--- config.mk ---
export PLATFORM = sky130hd
export DESIGN_NAME = uop_sequencer_flat
export DESIGN_NICKNAME = d
export VERILOG_FILES = /design/src/rtl/uop_sequencer_if.sv /design/src/rtl/uop_sequencer.sv /design/src/flat_wrapper.sv
export SDC_FILE = /design/constraint.sdc
export NUM_CORES = 1
export LEC_CHECK = 0
export BUFFER_PORTS_ARGS = -buffer_cell sky130_fd_sc_hd__clkbuf_2
export CORE_MARGIN = 10
export CORE_UTILIZATION = 47
export DETAILED_ROUTE_END_ITERATION = 12
export PLACE_DENSITY_LB_ADDON = 0.12
export SETUP_SLACK_MARGIN = 0.15
export SYNTH_ARGS = -nofsm -noshare
export SYNTH_HDL_FRONTEND = slang
export SYNTH_SLANG_ARGS = --single-unit
--- constraint.sdc ---
create_clock -name clk -period 2.1 [get_ports clk]
set_input_delay 0.42 -clock clk [delete_from_list [all_inputs] [get_ports clk]]
set_output_delay 0.42 -clock clk [all_outputs]
set_load 0.01 [all_outputs]
--- src/rtl/uop_sequencer_if.sv ---
// ---------------------------------------------------------------------------
// uop_sequencer_if
// Bundles every non-clock signal between the microcode sequencer and its
// environment (start/finish handshake, microcode ROM port, datapath port).
//
//   ena       start pulse, only looked at while the sequencer is idle
//   rdy       high when idle or the program has finished
//   uop_addr  microcode ROM address (6 bits)
//   uop_data  ROM word, valid one cycle after uop_addr changes
//   op_valid  one-cycle issue strobe to the datapath
//   op_opcode / op_src1 / op_src2 / op_dst  issued fields, stable until next issue
//   op_done   datapath completion pulse
//   cmp_eq    compare result, valid together with op_done for a CMP
//
// Handshake: the sequencer raises op_valid for exactly one cycle per issued
// microinstruction and then waits, with no timeout, for a single-cycle
// op_done; op_done at any other time carries no meaning and is ignored.
//
// Modports: master = sequencer side, slave = environment (ROM + datapath).
// ---------------------------------------------------------------------------
interface uop_sequencer_if;
    logic        ena;
    logic        rdy;
    logic [5:0]  uop_addr;
    logic [19:0] uop_data;
    logic        op_valid;
    logic [3:0]  op_opcode;
    logic [4:0]  op_src1;
    logic [4:0]  op_src2;
    logic [3:0]  op_dst;
    logic        op_done;
    logic        cmp_eq;

    modport master (
        input  ena, uop_data, op_done, cmp_eq,
        output rdy, uop_addr, op_valid, op_opcode, op_src1, op_src2, op_dst
    );

    modport slave (
        output ena, uop_data, op_done, cmp_eq,
        input  rdy, uop_addr, op_valid, op_opcode, op_src1, op_src2, op_dst
    );
endinterface

--- src/rtl/uop_sequencer.sv ---
// ---------------------------------------------------------------------------
// uop_sequencer
// Steps through a 64-word microcode ROM, conditionally issuing each word to
// a datapath and waiting for its completion. A word with opcode RDY (or the
// completion/skip of the word at address 63) ends the program.
//
// Ports:
//   clk      system clock, rising edge
//   rst_n    asynchronous active-low reset
//   bus      uop_sequencer_if.master (handshake, ROM port, datapath port)
//   state_o  current FSM state for observation (IDLE=0 FETCH=1 DECODE=2
//            ISSUE=3 WAIT=4)
//
// ROM word: opcode[19:16] src1[15:11] src2[10:6] dst[5:2] exec[1:0]
// exec: 00 always, 01 if flag_eq, 10 if !flag_eq, 11 never.
// ---------------------------------------------------------------------------
module uop_sequencer (
    input  logic                   clk,
    input  logic                   rst_n,
    uop_sequencer_if.master        bus,
    output logic [2:0]             state_o
);

    typedef enum logic [2:0] {
        S_IDLE   = 3'd0,
        S_FETCH  = 3'd1,
        S_DECODE = 3'd2,
        S_ISSUE  = 3'd3,
        S_WAIT   = 3'd4
    } state_t;

    localparam logic [3:0] OP_RDY   = 4'b0000;
    localparam logic [3:0] OP_CMP   = 4'b0001;
    localparam logic [5:0] LAST_ADDR = 6'd63;

    state_t      state_q, state_d;
    logic [5:0]  addr_q,  addr_d;
    logic        rdy_q,   rdy_d;
    logic        flag_q,  flag_d;
    logic [3:0]  opc_q,   opc_d;
    logic [4:0]  src1_q,  src1_d;
    logic [4:0]  src2_q,  src2_d;
    logic [3:0]  dst_q,   dst_d;

    // ROM word fields
    logic [3:0]  w_opc;
    logic [4:0]  w_src1;
    logic [4:0]  w_src2;
    logic [3:0]  w_dst;
    logic [1:0]  w_exec;
    logic        exec_ok;

    assign w_opc  = bus.uop_data[19:16];
    assign w_src1 = bus.uop_data[15:11];
    assign w_src2 = bus.uop_data[10:6];
    assign w_dst  = bus.uop_data[5:2];
    assign w_exec = bus.uop_data[1:0];

    always_comb begin
        exec_ok = 1'b0;
        case (w_exec)
            2'b00:   exec_ok = 1'b1;
            2'b01:   exec_ok = flag_q;
            2'b10:   exec_ok = ~flag_q;
            default: exec_ok = 1'b0;
        endcase
    end

    always_ff @(posedge clk or negedge rst_n) begin
        if (!rst_n) begin
            state_q <= S_IDLE;
            addr_q  <= 6'd0;
            rdy_q   <= 1'b1;
            flag_q  <= 1'b0;
            opc_q   <= 4'd0;
            src1_q  <= 5'd0;
            src2_q  <= 5'd0;
            dst_q   <= 4'd0;
        end else begin
            state_q <= state_d;
            addr_q  <= addr_d;
            rdy_q   <= rdy_d;
            flag_q  <= flag_d;
            opc_q   <= opc_d;
            src1_q  <= src1_d;
            src2_q  <= src2_d;
            dst_q   <= dst_d;
        end
    end

    always_comb begin
        state_d = state_q;
        addr_d  = addr_q;
        rdy_d   = rdy_q;
        flag_d  = flag_q;
        opc_d   = opc_q;
        src1_d  = src1_q;
        src2_d  = src2_q;
        dst_d   = dst_q;

        case (state_q)
            S_IDLE: begin
                if (bus.ena) begin
                    addr_d  = 6'd0;
                    rdy_d   = 1'b0;
                    flag_d  = 1'b0;
                    state_d = S_FETCH;
                end
            end

            // One dead cycle so the synchronous ROM output matches addr_q.
            S_FETCH: state_d = S_DECODE;

            S_DECODE: begin
                if (w_opc == OP_RDY) begin
                    rdy_d   = 1'b1;
                    state_d = S_IDLE;
                end else if (!exec_ok) begin
                    // Skipped word; the last ROM word ends the program
                    // instead of wrapping back to address 0.
                    if (addr_q == LAST_ADDR) begin
                        rdy_d   = 1'b1;
                        state_d = S_IDLE;
                    end else begin
                        addr_d  = addr_q + 6'd1;
                        state_d = S_FETCH;
                    end
                end else begin
                    opc_d   = w_opc;
                    src1_d  = w_src1;
                    src2_d  = w_src2;
                    dst_d   = w_dst;
                    state_d = S_ISSUE;
                end
            end

            S_ISSUE: state_d = S_WAIT;

            S_WAIT: begin
                if (bus.op_done) begin
                    // opc_q still holds the issued opcode here.
                    if (opc_q == OP_CMP) begin
                        flag_d = bus.cmp_eq;
                    end
                    if (addr_q == LAST_ADDR) begin
                        rdy_d   = 1'b1;
                        state_d = S_IDLE;
                    end else begin
                        addr_d  = addr_q + 6'd1;
                        state_d = S_FETCH;
                    end
                end
            end

            default: state_d = S_IDLE;
        endcase
    end

    assign bus.rdy       = rdy_q;
    assign bus.uop_addr  = addr_q;
    assign bus.op_valid  = (state_q == S_ISSUE);
    assign bus.op_opcode = opc_q;
    assign bus.op_src1   = src1_q;
    assign bus.op_src2   = src2_q;
    assign bus.op_dst    = dst_q;
    assign state_o       = state_q;

endmodule

--- src/flat_wrapper.sv ---
// flat-port wrapper written by rule: the top's interface ports become plain ports
module uop_sequencer_flat 
  (clk, rst_n, state_o, bus_ena, bus_uop_data, bus_op_done, bus_cmp_eq, bus_rdy, bus_uop_addr, bus_op_valid, bus_op_opcode, bus_op_src1, bus_op_src2, bus_op_dst);
  uop_sequencer_if bus_i ();
  input  logic clk;
  input  logic rst_n;
  output logic [2:0] state_o;
  input wire logic [$bits(bus_i.ena)-1:0] bus_ena;
  input wire logic [$bits(bus_i.uop_data)-1:0] bus_uop_data;
  input wire logic [$bits(bus_i.op_done)-1:0] bus_op_done;
  input wire logic [$bits(bus_i.cmp_eq)-1:0] bus_cmp_eq;
  output wire logic [$bits(bus_i.rdy)-1:0] bus_rdy;
  output wire logic [$bits(bus_i.uop_addr)-1:0] bus_uop_addr;
  output wire logic [$bits(bus_i.op_valid)-1:0] bus_op_valid;
  output wire logic [$bits(bus_i.op_opcode)-1:0] bus_op_opcode;
  output wire logic [$bits(bus_i.op_src1)-1:0] bus_op_src1;
  output wire logic [$bits(bus_i.op_src2)-1:0] bus_op_src2;
  output wire logic [$bits(bus_i.op_dst)-1:0] bus_op_dst;
  assign bus_i.ena = bus_ena;
  assign bus_i.uop_data = bus_uop_data;
  assign bus_i.op_done = bus_op_done;
  assign bus_i.cmp_eq = bus_cmp_eq;
  assign bus_rdy = bus_i.rdy;
  assign bus_uop_addr = bus_i.uop_addr;
  assign bus_op_valid = bus_i.op_valid;
  assign bus_op_opcode = bus_i.op_opcode;
  assign bus_op_src1 = bus_i.op_src1;
  assign bus_op_src2 = bus_i.op_src2;
  assign bus_op_dst = bus_i.op_dst;
  uop_sequencer u_core (.clk(clk), .rst_n(rst_n), .bus(bus_i), .state_o(state_o));
endmodule
### After elaboration in Yosys (flattened, before gate mapping)

Index checks and enable logic that the tools add are counted.

* div/mod/pow operators: 0
* order comparisons: 0
* shift-type cells: 0
* add/subtract/negate cells: 1
* $mul: 0
* muxes and demuxes: 22
* reduce and logical (&&, ||, !) cells: 10
* equal/unequal tests: 14
* bitwise operators: 2

Operators by type and width (number)
* two-way mux 6 bit: 5
* one-hot mux 6 bit (3 select lines): 1
* one-hot mux 3 bit (5 select lines): 1
* two-way mux 3 bit: 4
* two-way mux 1 bit: 8
* != test 2 bit (second input constant): 4
* AND reduction 4 bit: 2
* adder 6 x 1 -> 6 bit (second input constant): 1
* == test 3 x 2 -> 1 bit (second input constant): 2
* == test 6 bit (second input constant): 1
* one-hot mux 1 bit (3 select lines): 2
* AND reduction 5 bit: 1
* == test 4 x 1 -> 1 bit (second input constant): 1
* zero test 4 bit: 1
* == test 3 x 1 -> 1 bit (second input constant): 1
* == test 3 bit (second input constant): 1
* zero test 3 bit: 1
* != test 3 bit (second input constant): 1
* AND reduction 3 bit: 1
* nonzero test 3 bit: 1
* == test 2 x 1 -> 1 bit (second input constant): 1
* == test 2 bit (second input constant): 1
* zero test 2 bit: 1
* != test 2 x 1 -> 1 bit (second input constant): 1
* 4 further kinds: 5

* input port bits: 25
* memory bits (read-only): 0
* bits in writable memories: 0
* memories kept: 0
* flip-flop bits (word level): 29
* latch bits: 0

### Logic depth before layout (Yosys ltp)

Gate-level depths: netlist of run 1.

* word-level depth: 5
* gate-level depth with buffers: 6
* depth with buffers taken out: 6

### Worst setup path after synthesis of run 1

No wires, ideal clock.

* path type: flip-flop to flip-flop
* start point: reg u_core.state_q[2] (netlist: u_core.state_o[2])
* end point: reg u_core.addr_q[5] (netlist: u_core.bus.uop_addr[5])
* setup slack: 0.178 ns
* library setup time: 0.077 ns
* data arrival time: 1.844 ns
* cell stages (with the launch flop): 7
* required time: 2.023 ns
* cells stage by stage: dfrtp_1 buf_6 mux2i_1 a32o_1 or3_4 or4_1 a21oi_1

* cells in the longest elaborated chain, start to end: 3
* elaborated cells between the ends (all ways): 10

Ends and longest elaborated chain
* from (decl): line uop_sequencer.sv:36 `state_t state_q, state_d;`
* from (signal assigned): line uop_sequencer.sv:80 `state_q <= state_d;`
* == test 3 x 2 -> 1 bit, or another cell as far along: line uop_sequencer.sv:101 `case (state_q)`
* != test 2 bit (no source line) or nonzero test 3 bit (tied branches)
* AND reduction 5 bit (no source line)
* to (signal assigned): line uop_sequencer.sv:81 `addr_q <= addr_d;`
* to (decl): line uop_sequencer.sv:37 `logic [5:0] addr_q, addr_d;`

Parallel ways exist; a longest one is shown, timed or not.
A chain may end at the register's enable or synchronous reset.

### Worst setup path in the final report of run 1

Ends and elaborated chain as after synthesis.

==> impl_metrics.yaml, run 1 <==
hold_path:
  hp-class: "primary input to async pin"
sta:
  fmax_ghz: 0.524
  hold_viol: 0
  fin_tns_setup_ns: 0
  slew_viol_final: 0
  slew_headroom: 0.530
  fin_crit_ns: 1.91
  period_share: 0.909
  skew_ns: 0.0111
  rsz0062_at_grt: "false"
  worst_pin_slew_ns: 0.704
  finalSetupViolCount: 0
power:
  p_leak_nw: 0.855
  fin_total_pwr_w: 0.00251
  clkPwrFrac: 0.134
  power_per_cell_area_nw_per_um2: 1430
  ir_worst_vdd_v: 0.000978
  p_sw_frac: 0.393
  pwr-share-comb: 0.472
  pwr-share-seq: 0.394
  p_switching_w: 0.000985
  internal-power_w: 0.00152
grt:
  antenna_found_initial: 0
  grt_util_met1: 0.136
  grt_start_max_net_pins: 30
  grt_pass1_wl_mm: 5.41
  busiest_layer: "met2"
  gr-usage-met3: 0.0538
  overflow: 0
  grt_usage: 0.131
  met2_usage: 0.212
  grt_pass1_vias: 1215
die:
  die_h_um: 73.5
  core-area_sq_um: 2760
  die_w_um: 73.5
  core.rowCount: 19
  start_util: 0.488
  boundaryPins: 54
  die_area_sq_um: 5400
synthesis:
  synth-seq-area-share: 0.540
  syn-cell-area_sq_um: 1350
  syn_inst: 114
  synth_mux_area_frac: 0.174
  syn-num-nets: 140
  synth-simple-area-share: 0.140
  synth_xor_area_frac: 0.0195
  yosys_warnings: 0
  synth_compound_area_frac: 0.0837
  synth_seq_cells: 29
  synth_fa_ha_area_frac: 0.00930
  synth_top_family_by_area: "multiplexers"
  syn_avg_cell_area_sq_um: 11.8
  synth.distinct_cells: 33
critical_path:
  arrival_ns: 2.20
  critPathLaunch: "u_core.state_o[2]"
  r2r-start: "u_core.state_o[2]"
  crit_slowest_cell: "dfrtp_2"
  startpoint_type: "flip-flop"
  crit_fanout: 7
  worstSetupPathType: "flip-flop to flip-flop"
  cp-end-kind: "flip-flop"
  cpPeakStageDelay_ns: 0.48
  path_cells: "mux2i_2 > a32o_2 > or3_4 > or4_4 > a21oi_2"
  worstPathRequired_ns: 2.39
clock_network:
  cts_buffers: 5
  htree_levels: 2
  clkLatencyLatePin_ns: 0.35
  cts-root-buf: "clkbuf_4"
  path_clk_slew_ns: 0.10
  clockBufferDepth: 2
  clkSinkCount: 29
  tritoncts: "done"
drt:
  detail_route.wl_per_cell_um: 16.6
  ant_nets: 0
  routed-via-count: 1106
  first_iter_violations: 88
  wl_mm: 3.44
  drc_errors: 0
  drt_first_pass_iters: 4
  vias_per_cell: 5.34
place:
  gp_congestion: 0.775
  dp.final_hpwl_mm: 2.59
  port_buffers: 53
job:
  maxCapViolations: 0
final_layout:
  syn_to_final_growth_pct: 30.6
  drive_above_1_share: 0.580
  n_antenna_cell: 0
  nets: 201
  utilization: 0.637
run_status:
  status: "complete, no violations"
==> power by group through the flow <==
| stage | combinational [W] | sequential, W | clock, W |
|---|---|---|---|
| global placement | 0.00112 | 0.000970 | 0 |
| global route | 0.00130 | 0.00102 | 0.000373 |
| finish | 0.00118 | 0.000987 | 0.000337 |
| detailed placement | 0.00114 | 0.000986 | 0 |
| CTS | 0.00115 | 0.000981 | 0.000344 |
| floorplan | 0.000645 | 0.00105 | 0 |
==> sequential cells by signal (all words and copies together), names as in the netlist <==
signal / cells
u_core.bus.uop_addr: 6
u_core.bus.op_src1: 5
u_core.bus.op_src2: 5
u_core.bus.op_dst: 4
u_core.bus.op_opcode: 4
u_core.state_o: 3
u_core.bus.rdy: 1
u_core.flag_q: 1
==> cell usage after synthesis <==
| master | number | area [sq um] |
|---|---|---|
| a21oi_1 | 6 | 30.0 |
| ha_1 | 1 | 12.5 |
| and2b_2 | 1 | 8.76 |
| a31o_2 | 1 | 8.76 |
| inv_1 | 3 | 11.3 |
| and2_1 | 1 | 6.26 |
| nor4b_1 | 1 | 8.76 |
| a32o_1 | 1 | 10.0 |
| dfrtp_1 | 28 | 701 |
| or3_4 | 1 | 11.3 |
| nand4_1 | 1 | 6.26 |
| xnor2_1 | 3 | 26.3 |
| o21ai_0 | 3 | 15.0 |
| mux2_2 | 19 | 214 |
| nor3_1 | 3 | 15.0 |
| buf_4 | 1 | 7.51 |
| nand3_1 | 3 | 15.0 |
| or2_2 | 1 | 6.26 |
| buf_2 | 3 | 15.0 |
| and3_1 | 1 | 6.26 |
| a21o_2 | 1 | 8.76 |
| or4b_2 | 1 | 10.0 |
| nand2_1 | 8 | 30.0 |
| dfstp_2 | 1 | 26.3 |
| o31ai_1 | 2 | 15.0 |
| buf_6 | 1 | 11.3 |
| o211ai_1 | 1 | 7.51 |
| mux2i_1 | 2 | 20.0 |
| o32ai_1 | 1 | 8.76 |
| or4_1 | 2 | 15.0 |
| nor4_1 | 3 | 18.8 |
| nor2_1 | 8 | 30.0 |
| o2111ai_1 | 1 | 8.76 |
==> worst paths after layout <==
kind	depth (start not counted)	end	slack, ns
worst max-delay path	5	u_core.bus.uop_addr[5]	0.19
worst min-delay path	1	u_core.state_o[2]	0.10
worst max register to register	5	u_core.bus.uop_addr[5]	0.19
worst min register to register	2	u_core.bus.rdy	0.46
max in group asynchronous	1	u_core.bus.uop_addr[0]	1.51
min in group clk	2	u_core.bus.op_src2[3]	0.29
==> critical path, delay by kind of cell (launching register included) <==
family	cells	cell delay, ns
flip-flops	1	0.48
AND/OR/NAND/NOR	2	0.83
multiplexers	1	0.19
AO/OA/AOI/OAI	2	0.35
==> placed cells by master, fill, tap and decap left out, drive strengths merged <==
cell | synthesis | final
and3 | 1 | 1
or4 | 2 | 2
and2 | 1 | 1
o31ai | 2 | 2
and2b | 1 | 1
nor4 | 3 | 3
inv | 3 | 3
nor3 | 3 | 3
clkbuf | 0 | 58
dfrtp | 28 | 28
o21ai | 3 | 3
ha | 1 | 1
dfstp | 1 | 1
xnor2 | 3 | 3
clkinvlp | 0 | 1
nand4 | 1 | 1
a32o | 1 | 1
a21oi | 6 | 6
nor2 | 8 | 8
or3 | 1 | 1
nor4b | 1 | 1
mux2 | 19 | 19
mux2i | 2 | 2
or4b | 1 | 1
clkinv | 0 | 2
buf | 5 | 6
a31o | 1 | 1
o32ai | 1 | 1
or2 | 1 | 1
a21o | 1 | 1
nand3 | 3 | 3
o2111ai | 1 | 1
nand2 | 8 | 8
o211ai | 1 | 1
==> per-stage QoR <==
| step | area, sq um | hold slack (ns) | setup WS, ns | cells |
|---|---|---|---|---|
| 5_1_grt | 1760 | 0.140 | 0.130 | 207 |
| 6_report | 1760 | 0.105 | 0.190 | 207 |
| 4_1_cts | 1710 | 0.130 | 0.152 | 205 |
| 3_3_place_gp | 1660 | 0.450 | 0.150 | 197 |
| 3_5_place_dp | 1660 | 0.451 | 0.0857 | 197 |
| 2_1_floorplan | 1350 | 0.124 | 0.178 | 114 |
==> layer usage <==
layer	vias to the layer above	routed length [um]
met5	-	0
met4	0	89
met3	10	299
met2	48	1730
met1	516	1320
li1	532	-
==> logic make-up (layout without fill, tap and decap cells) <==
logic type	count (synthesis)	after routing
flip-flops	29	29
multiplexers	21	21
buffers and inverters	8	70
AO/OA/AOI/OAI	17	17
XOR/XNOR	3	3
AND/OR/NAND/NOR	35	35
adder cells (fa/ha/maj)	1	1
==> layout make-up <==
type	instances	area, sq um
clock buffers	5	37.5
clock inverters	3	17.5
fillers	227	1000
inverters	3	11.3
multi-input cells	77	599
flip-flops and latches	29	729
well taps	31	38.8
repair buffers	59	323
==> repair_timing <==
item	4_1_cts	5_1_grt
endpoints found under the setup margin	1	6
gates resized for setup	1	8
pin swaps	0	2
buffers inserted	0	2
hold buffers	0	0
Power figures use the tool's default switching activity.
==> run 2: changes to the inputs <==
--- a/config.mk
+++ b/config.mk
@@ -5,7 +5,7 @@
 export SDC_FILE = /design/constraint.sdc
 export NUM_CORES = 1
 export LEC_CHECK = 0
-export BUFFER_PORTS_ARGS = -buffer_cell sky130_fd_sc_hd__clkbuf_2
+export BUFFER_PORTS_ARGS = -buffer_cell sky130_fd_sc_hd__buf_2
 export CORE_MARGIN = 10
 export CORE_UTILIZATION = 47
 export DETAILED_ROUTE_END_ITERATION = 12
==> run 2 against run 1 <==
  * Worst hold slack better by 0.0015 ns
  * Worst setup slack worse by 0.014 ns
  * Fmax down 0.71%
  * Design area up 2.4%
  * Count of clock-buffer cells in the layout up 2
  * Sequential share of layout area down 0.91 points
  * Clock power up 40%
  * Wire length down 0.47%
  * Flip-flop and latch count unchanged
  * Via count up 2.3%
  * Critical endpoint unchanged
  * Highest routed layer unchanged
==> impl_metrics.yaml, run 2 (synthesis gave the netlist of run 1 again) <==
grt:
  grt_start_max_net_pins: 30
  grt_pass1_vias: 1135
  antenna_found_initial: 0
  grt_pass1_wl_mm: 5.27
  grt_usage: 0.126
  overflow: 0
power:
  fin_total_pwr_w: 0.00269
  p_leak_nw: 0.878
  power_per_cell_area_nw_per_um2: 1500
  ir_worst_vdd_v: 0.00120
sta:
  slew_viol_final: 0
  fin_tns_setup_ns: 0
  finalSetupViolCount: 0
  skew_ns: 0.0105
  worst_pin_slew_ns: 0.623
  fin_crit_ns: 1.92
  fmax_ghz: 0.520
  slew_headroom: 0.585
  hold_viol: 0
  period_share: 0.916
  rsz0062_at_grt: "true"
critical_path:
  path_cells: "mux2i_4 > a32o_2 > or3_4 > or4_1 > a21oi_1"
  worstSetupPathType: "flip-flop to flip-flop"
  arrival_ns: 2.18
  cpPeakStageDelay_ns: 0.49
  crit_slowest_cell: "dfrtp_2"
  crit_fanout: 7
  startpoint_type: "flip-flop"
  cpLargestDelayFamily: "simple AND/OR/NAND/NOR gates"
  cp-end-kind: "flip-flop"
  worstPathRequired_ns: 2.35
  cp_num_buf_inv: 0
job:
  maxCapViolations: 0
place:
  port_buffers: 53
  gp_congestion: 0.779
  dp.final_hpwl_mm: 2.56
die:
  die_h_um: 73.5
  start_util: 0.488
  die_w_um: 73.5
  core-area_sq_um: 2760
  core.rowCount: 19
  die_area_sq_um: 5400
  boundaryPins: 54
clock_network:
  cts-root-buf: "clkbuf_4"
  clkLatencyLatePin_ns: 0.32
  path_clk_slew_ns: 0.09
  tritoncts: "done"
  htree_levels: 2
  cts_buffers: 5
  clkSinkCount: 29
  clockBufferDepth: 2
drt:
  drt_first_pass_iters: 5
  vias_per_cell: 5.41
  drc_errors: 0
  detail_route.wl_per_cell_um: 16.4
  wl_mm: 3.42
  first_iter_violations: 64
  ant_nets: 0
  routed-via-count: 1131
run_status:
  status: "complete, no violations"
final_layout:
  layout_common_cells: "buf_2 (53), dfrtp_1 (25), mux2_2 (19)"
  n_antenna_cell: 0
  num-fill-cells: 235
  syn_to_final_growth_pct: 33.8
  layout_commonest_cell: "buf_2"
  largest_reg_flops: 6
  nets: 203
  drive_above_1_share: 0.567
hold_path:
  hp-class: "primary input to async pin"
[run 2: changes by cell type in the layout (fill, tap and decap cells not counted), moves of 2 or more]
cell / delta
buf_4: +2
clkbuf_2: -53
buf_2: +53
clkinv_2: -2
[run 2: area by class of cell]
type | instances | area [sq um] | area share
multi-input cells | 77 | 596 | 0.331
well taps | 31 | 38.8 | 0.0216
clock inverters | 1 | 30.0 | 0.0167
clock buffers | 7 | 55.1 | 0.0306
repair buffers | 61 | 338 | 0.188
flip-flops and latches | 29 | 731 | 0.406
inverters | 3 | 11.3 | 0.00626
[run 2: through the flow]
stage               cells   util  setup WS (ns)  hold slack (ns)  cell area (sq um)
floorplan             114      -          0.178            0.124               1350
global placement      197  0.601          0.134            0.448               1660
detailed placement    197  0.601          0.102            0.451               1660
CTS                   205  0.632          0.152            0.112               1740
global route          209  0.652          0.131            0.122               1800
finish                209  0.652          0.177            0.106               1800
[run 2: layer usage]
metal / routed length [um] / track usage / up-vias
li1: - / - / 540
met1: 1340 / 0.136 / 542
met2: 1760 / 0.203 / 47
met3: 295 / 0.0686 / 2
met4: 18 / 0.0435 / 0
met5: 0 / 0 / -
[run 2: path summary, 6_finish.rpt]
path                            cells past startpoint                     end  slack [ns]               from
min in group clk                                    2    u_core.bus.op_dst[0]        0.32    bus_uop_data[2]
worst max-delay path                                5  u_core.bus.uop_addr[5]        0.18  u_core.state_o[2]
worst max register to register                      5  u_core.bus.uop_addr[5]        0.18  u_core.state_o[2]
worst min register to register                      2          u_core.bus.rdy        0.46     u_core.bus.rdy
worst min-delay path                                1  u_core.bus.uop_addr[4]        0.11              rst_n
max in group asynchronous                           1       u_core.state_o[1]        1.55              rst_n
[run 2: what timing repair did]
action,4_1_cts,5_1_grt
endpoints found under the setup margin,1,6
cloned,0,0
resized for setup,1,7
hold buffers,0,0
pin swaps,0,3
setup buffers,0,4
[run 2: report_power, final]
group	total (W)	internal [W]	switching (W)
Sequential	0.000999	0.000805	0.000194
Combinational	0.00122	0.000638	0.000583
Clock	0.000472	0.000284	0.000188
